===== src/rtl/mem_access_pkg.sv =====
// Shared encodings for the MEM-stage load/store unit: request opcodes, FSM states,
// access sizes and big-endian lane indices.
package mem_access_pkg;

    typedef enum logic [2:0] {
        OP_LW  = 3'd0,
        OP_LH  = 3'd1,
        OP_LHU = 3'd2,
        OP_LB  = 3'd3,
        OP_LBU = 3'd4,
        OP_SW  = 3'd5,
        OP_SH  = 3'd6,
        OP_SB  = 3'd7
    } op_e;

    typedef enum logic {
        ST_IDLE = 1'b0,
        ST_RMW  = 1'b1
    } state_e;

    typedef enum logic [1:0] {
        SZ_BYTE = 2'd0,
        SZ_HALF = 2'd1,
        SZ_WORD = 2'd2
    } size_e;

    // Big-endian: lane 0 is the most significant byte of the word.
    localparam logic [1:0] LANE_0 = 2'd0;
    localparam logic [1:0] LANE_1 = 2'd1;
    localparam logic [1:0] LANE_2 = 2'd2;
    localparam logic [1:0] LANE_3 = 2'd3;
    localparam logic       HLANE_HI = 1'b0;
    localparam logic       HLANE_LO = 1'b1;

    function automatic size_e op_size(input op_e op);
        case (op)
            OP_LW, OP_SW:          return SZ_WORD;
            OP_LH, OP_LHU, OP_SH:  return SZ_HALF;
            default:               return SZ_BYTE;
        endcase
    endfunction

    function automatic logic op_is_load(input op_e op);
        return (op == OP_LW) || (op == OP_LH) || (op == OP_LHU) ||
               (op == OP_LB) || (op == OP_LBU);
    endfunction

    function automatic logic op_is_signed(input op_e op);
        return (op == OP_LH) || (op == OP_LB);
    endfunction

    function automatic logic op_misaligned(input op_e op, input logic [1:0] lo);
        case (op_size(op))
            SZ_WORD: return lo != 2'b00;
            SZ_HALF: return lo[0];
            default: return 1'b0;
        endcase
    endfunction

endpackage


===== src/rtl/mau_lane_merge.sv =====
// Lane steering shared by loads and stores: inserts store data into a word and
// extracts/extends a load value from a word, using big-endian lane numbering.
module mau_lane_merge
    import mem_access_pkg::*;
(
    input  logic [31:0] word,
    input  logic [1:0]  lane,
    input  size_e       size,
    input  logic [31:0] store_data,
    input  logic        is_signed,
    output logic [31:0] merged_word,
    output logic [31:0] load_value
);

    logic [7:0]  byte_sel;
    logic [15:0] half_sel;

    always_comb begin
        merged_word = store_data;
        load_value  = word;
        byte_sel    = word[7:0];
        half_sel    = word[15:0];
        case (size)
            SZ_BYTE: begin
                merged_word = word;
                case (lane)
                    LANE_0: begin byte_sel = word[31:24]; merged_word[31:24] = store_data[7:0]; end
                    LANE_1: begin byte_sel = word[23:16]; merged_word[23:16] = store_data[7:0]; end
                    LANE_2: begin byte_sel = word[15:8];  merged_word[15:8]  = store_data[7:0]; end
                    default: begin byte_sel = word[7:0];  merged_word[7:0]   = store_data[7:0]; end
                endcase
                load_value = {{24{is_signed & byte_sel[7]}}, byte_sel};
            end
            SZ_HALF: begin
                merged_word = word;
                // Only lane[1] matters; lane[0] is either trapped upstream or ignored.
                if (lane[1] == HLANE_HI) begin
                    half_sel           = word[31:16];
                    merged_word[31:16] = store_data[15:0];
                end else begin
                    half_sel           = word[15:0];
                    merged_word[15:0]  = store_data[15:0];
                end
                load_value = {{16{is_signed & half_sel[15]}}, half_sel};
            end
            default: begin
                merged_word = store_data;
                load_value  = word;
            end
        endcase
    end

endmodule


===== src/rtl/mem_access_unit.sv =====
// MEM-stage load/store unit with read-modify-write for sub-word stores.
// Optional misalignment trapping is enabled by defining MEM_ALIGN_EXC_EN.
module mem_access_unit
    import mem_access_pkg::*;
(
    input  logic        clk,
    input  logic        rst_n,
    input  logic        req_valid,
    output logic        req_ready,
    input  logic [2:0]  req_op,
    input  logic [31:0] req_addr,
    input  logic [31:0] req_wdata,
    output logic        ld_valid,
    output logic [31:0] ld_data,
    output logic        exc_valid,
    output logic [31:0] exc_badvaddr,
    output logic        dm_w_enable,
    output logic [31:0] dm_address,
    output logic [31:0] dm_w_data,
    input  logic [31:0] dm_r_data
);

    state_e      state_p0;
    state_e      state_nxt;
    op_e         op;
    logic        accept;
    logic        mis;
    logic        is_load;
    logic        is_sub_store;
    logic [31:0] merged_word;
    logic [31:0] load_value;
    logic [31:0] merge_word_p1;
    logic [29:0] merge_addr_p1;

    assign op           = op_e'(req_op);
    assign accept       = req_valid && (state_p0 == ST_IDLE);
    assign is_load      = op_is_load(op);
    assign is_sub_store = (op == OP_SH) || (op == OP_SB);

`ifdef MEM_ALIGN_EXC_EN
    assign mis = op_misaligned(op, req_addr[1:0]);
`else
    assign mis = 1'b0;
`endif

    // In IDLE the memory reads the requested word, so dm_r_data feeds both paths.
    mau_lane_merge u_lane_merge (
        .word        (dm_r_data),
        .lane        (req_addr[1:0]),
        .size        (op_size(op)),
        .store_data  (req_wdata),
        .is_signed   (op_is_signed(op)),
        .merged_word (merged_word),
        .load_value  (load_value)
    );

    always_comb begin
        state_nxt   = state_p0;
        req_ready   = 1'b0;
        dm_w_enable = 1'b0;
        dm_address  = {req_addr[31:2], 2'b00};
        dm_w_data   = req_wdata;
        case (state_p0)
            ST_IDLE: begin
                req_ready = 1'b1;
                if (req_valid && !mis) begin
                    if (op == OP_SW)
                        dm_w_enable = 1'b1;
                    if (is_sub_store)
                        state_nxt = ST_RMW;
                end
            end
            ST_RMW: begin
                dm_w_enable = 1'b1;
                dm_address  = {merge_addr_p1, 2'b00};
                dm_w_data   = merge_word_p1;
                state_nxt   = ST_IDLE;
            end
            default: state_nxt = ST_IDLE;
        endcase
        // Memory writes on the same edge, so a write must never leak during reset.
        if (!rst_n)
            dm_w_enable = 1'b0;
    end

    // Stage p0 -> p1: FSM state, RMW latches and load result register
    always_ff @(posedge clk or negedge rst_n) begin
        if (!rst_n) begin
            state_p0      <= ST_IDLE;
            ld_valid      <= 1'b0;
            ld_data       <= '0;
            merge_word_p1 <= '0;
            merge_addr_p1 <= '0;
        end else begin
            state_p0 <= state_nxt;
            ld_valid <= accept && is_load && !mis;
            if (accept && is_load && !mis)
                ld_data <= load_value;
            if (accept && is_sub_store && !mis) begin
                merge_word_p1 <= merged_word;
                merge_addr_p1 <= req_addr[31:2];
            end
        end
    end

`ifdef MEM_ALIGN_EXC_EN
    always_ff @(posedge clk or negedge rst_n) begin
        if (!rst_n) begin
            exc_valid    <= 1'b0;
            exc_badvaddr <= '0;
        end else begin
            exc_valid <= accept && mis;
            if (accept && mis)
                exc_badvaddr <= req_addr;
        end
    end
`else
    assign exc_valid    = 1'b0;
    assign exc_badvaddr = '0;
`endif

endmodule


===== config.mk =====
export PLATFORM = sky130hd
export DESIGN_NAME = mem_access_unit
export DESIGN_NICKNAME = d
export VERILOG_FILES = /design/src/rtl/mem_access_pkg.sv /design/src/rtl/mau_lane_merge.sv /design/src/rtl/mem_access_unit.sv
export SDC_FILE = /design/constraint.sdc
export NUM_CORES = 1
export LEC_CHECK = 0
export ABC_AREA = 1
export BUFFER_PORTS_ARGS = -buffer_cell sky130_fd_sc_hd__buf_4
export CORE_MARGIN = 8
export CORE_UTILIZATION = 30
export CTS_CLUSTER_DIAMETER = 60
export DETAILED_ROUTE_END_ITERATION = 7
export PLACE_DENSITY_LB_ADDON = 0.3
export SLEW_MARGIN = 10
export SYNTH_ARGS = -nofsm -noshare
export SYNTH_HDL_FRONTEND = slang
export SYNTH_SLANG_ARGS = --single-unit

===== constraint.sdc =====
create_clock -name clk -period 3.1 [get_ports clk]
set_input_delay 0.31 -clock clk [delete_from_list [all_inputs] [get_ports clk]]
set_output_delay 0.31 -clock clk [all_outputs]
set_load 0.05 [all_outputs]

==> results_dict.tcl <==
set metrics [dict create \
    grt_usage_pct 17.50 \
    ys_seq_elements 96 \
    ant_nets 0 \
    powerDensity_nw_per_um2 518.9 \
    synth_cells 1070 \
    die_area_um2 27590 \
    crit_start "state_p0" \
    fmax_ghz 0.4393 \
    endpoint_kind "output pin" \
    dpl.cell_count 1501 \
    post-dp-hpwl_um 18350 \
    fin_setup_tns_ns 0 \
    r2r-end "merge_word_p1[9]" \
    drc 0 \
    grt_pass1_wl_um 38730 \
    htreeDepth 3 \
    r2r-start "state_p0" \
    drtPass1Iterations 5 \
    cts.path.max_buffers 2 \
    min_path_type "in2reg" \
    synth_flop_cell "dfrtp_1" \
    cts_tree "yes" \
    cp_max_fo 78 \
    max_slew_margin_pct 41.86 \
    ys_seq_area_share_pct 35.54 \
    drt_iter0_drc 510 \
    coreArea_um2 22370 \
    numCtsBuffers 9 \
    path_cells "buf_12 -> nand2_1 -> o21ai_0 -> buf_4" \
    grt_pass1_vias 6751 \
    ys_warn_count 0 \
    slew_violations 0 \
    via_per_inst 4.645 \
    place_area_um2 8272 \
    crit_type "reg2out" \
    hold_violations 0 \
    ir_drop_uv 258.4 \
    r2r_slack_ns 1.11 \
    postCtsSetupBuffers 0 \
    cts-root-buf "clkbuf_16" \
    p_leak_nw 4.584 \
    async_flop_share_pct 100.0 \
    path_clk_slew_ns 0.08 \
    rsz0062_at_grt "false" \
    instances_no_fill 1518 \
    start_kind "flop" \
    drive_gt1_share_pct 20.52 \
    yosysTopAreaCell "dfrtp_1" \
    post_cts_resize_count 0 \
    critPathRequiredTime_ns 2.79 \
    holdPathStages 3 \
    synth_commonest_cells "nand2_1 (363), o21ai_0 (145), inv_1 (135), dfrtp_1 (96), nand3_1 (70)" \
    fin_area_um2 8562 \
    r2r_cells 7 \
    synth_most_common_cell "nand2_1" \
    vias 7051 \
    clock_latency_ns 0.36 \
    internal_power_w 0.002558 \
    finalCritPeriodShare_pct 73.43 \
    finalSetupViolCount 0 \
    nets 1330 \
    finalPower_w 0.004443 \
    clock_power_share_pct 24.9 \
    dieWidth_um 166.1 \
    die_h_um 166.1 \
    max_stage_delay_ns 0.71 \
    syn_avg_cell_area_um2 6.318 \
    diodes 0 \
    combPwrFrac_pct 38.5 \
    synth_edf_count 0 \
    holdPathEnd "merge_addr_p1[12]" \
    gp_congestion 0.8850 \
    worstHoldStart "req_addr[14]" \
    period_needed_ns 2.276 \
    grt_max_degree 79 \
    switching_share_pct 42.43 \
    initial_core_util_pct 30.23 \
    max-cap-violations 0 \
    switchingPower_w 0.001885 \
    power_frac_seq_pct 36.5 \
    num_io_pins 234 \
    grt-ovfl-total 0 \
    postLayoutCoreUtil_pct 38.28 \
    cts.sinks 96 \
    wl_per_cell_um 16.01 \
    clock_skew_ns 0.008680 \
    synth_cell_types 26 \
    worst_pin_slew_ns 0.8721 \
    syn_to_final_growth_pct 26.65 \
    synth.top_cell.area_share_pct 35.54 \
    synth_area_leaders "dfrtp_1 (36%), nand2_1 (20%), o21ai_0 (11%)" \
    rows 55 \
    portBuffers 198 \
    netlist_area_um2 6760 \
    routed_wl_um 24310 \
    antenna_found_initial 0 \
    slowest_stage "dfrtp_2" \
    status "complete, no violations" \
    cp.arrival_ns 1.97 \
]
[metrics by stage]
stage | hold slack (ns) | worst slack [ns]
6_report | 0.2158 | 0.8237
5_1_grt | 0.2179 | 0.6909
4_1_cts | 0.2026 | 0.8353
3_5_place_dp | 0.3051 | 1.093
3_3_place_gp | 0.3081 | 1.147
2_1_floorplan | 0.01441 | 0.9135
[timing repair]
action	in CTS	in global routing
endpoints found under the hold margin	33	0
setup endpoints to repair	0	0
hold buffers	1	0
[cells by family (layout without fill, tap and decap cells)]
group,count (synthesis),in the layout,synth area share (%)
and+or+nand+nor,512,512,31.33
buffers and inverters,241,370,16.38
AOI/OAI and AO/OA,220,220,16.69
DFF,96,96,35.54
other,1,35,0.05547
[layout by cell type, fill, tap and decap left out, drive strengths merged]
master and n:
inv 143, clkinvlp 2, dlygate4sd3 1, o211ai 7, o21ai 157, buf 212, dfrtp 96, o21a 1
nand3 73, nand2 364, clkinv 3, a21oi 55, nand4 1, clkbuf 9, conb 35, nand3b 1
or2 24, nor2 49
[worst max-delay path, delay by kind of cell (launching register included)]
| family | cells | cell delay [ns] |
|---|---|---|
| DFF | 1 | 0.71 |
| buffers and inverters | 2 | 0.60 |
| AOI/OAI and AO/OA | 1 | 0.16 |
| and+or+nand+nor | 1 | 0.08 |
[power by group through the flow]
stage / registers (W) / logic, W / clock network (W)
finish: 0.00162 / 0.00171 / 0.00111
global route: 0.00166 / 0.00187 / 0.00119
CTS: 0.00163 / 0.00173 / 0.00114
detailed placement: 0.00165 / 0.00172 / 0
global placement: 0.00164 / 0.00171 / 0
floorplan: 0.00188 / 0.000947 / 0
[final cells by class]
cell class / count / area (um2)
repair buffers: 213 / 1614
clock inverters: 7 / 55.05
multi-input cells: 767 / 3378
inverters: 141 / 529.3
fillers: 2420 / 13800
well taps: 285 / 356.6
flip-flops and latches: 96 / 2404
clock buffers: 9 / 225.2
[state kept, by name, summed over array words and instances, names as in the netlist]
| register | count |
|---|---|
| merge_word_p1 | 32 |
| ld_valid | 1 |
| merge_addr_p1 | 30 |
| ld_data | 32 |
| state_p0 | 1 |
[worst max-delay path by stage]
stage / slack, ns / endpoint / cells past startpoint
2_1_floorplan: 0.91 / dm_w_data[12] / 3
3_3_place_gp: 1.15 / ld_data[24] / 9
3_5_place_dp: 1.09 / merge_word_p1[9] / 9
4_1_cts: 0.84 / dm_w_data[10] / 4
5_1_grt: 0.69 / dm_w_data[10] / 4
6_report: 0.82 / dm_w_data[0] / 4
[routing by layer]
metal	up-vias	global-route usage [%]	share of wire [%]
met1	3146	22.72	43
met2	286	27.16	46
li1	3578	-	-
met3	41	4.968	7.9
met5	-	0	0
met4	0	6.601	3.0
Note: power is estimated with default switching activity, not from simulation.
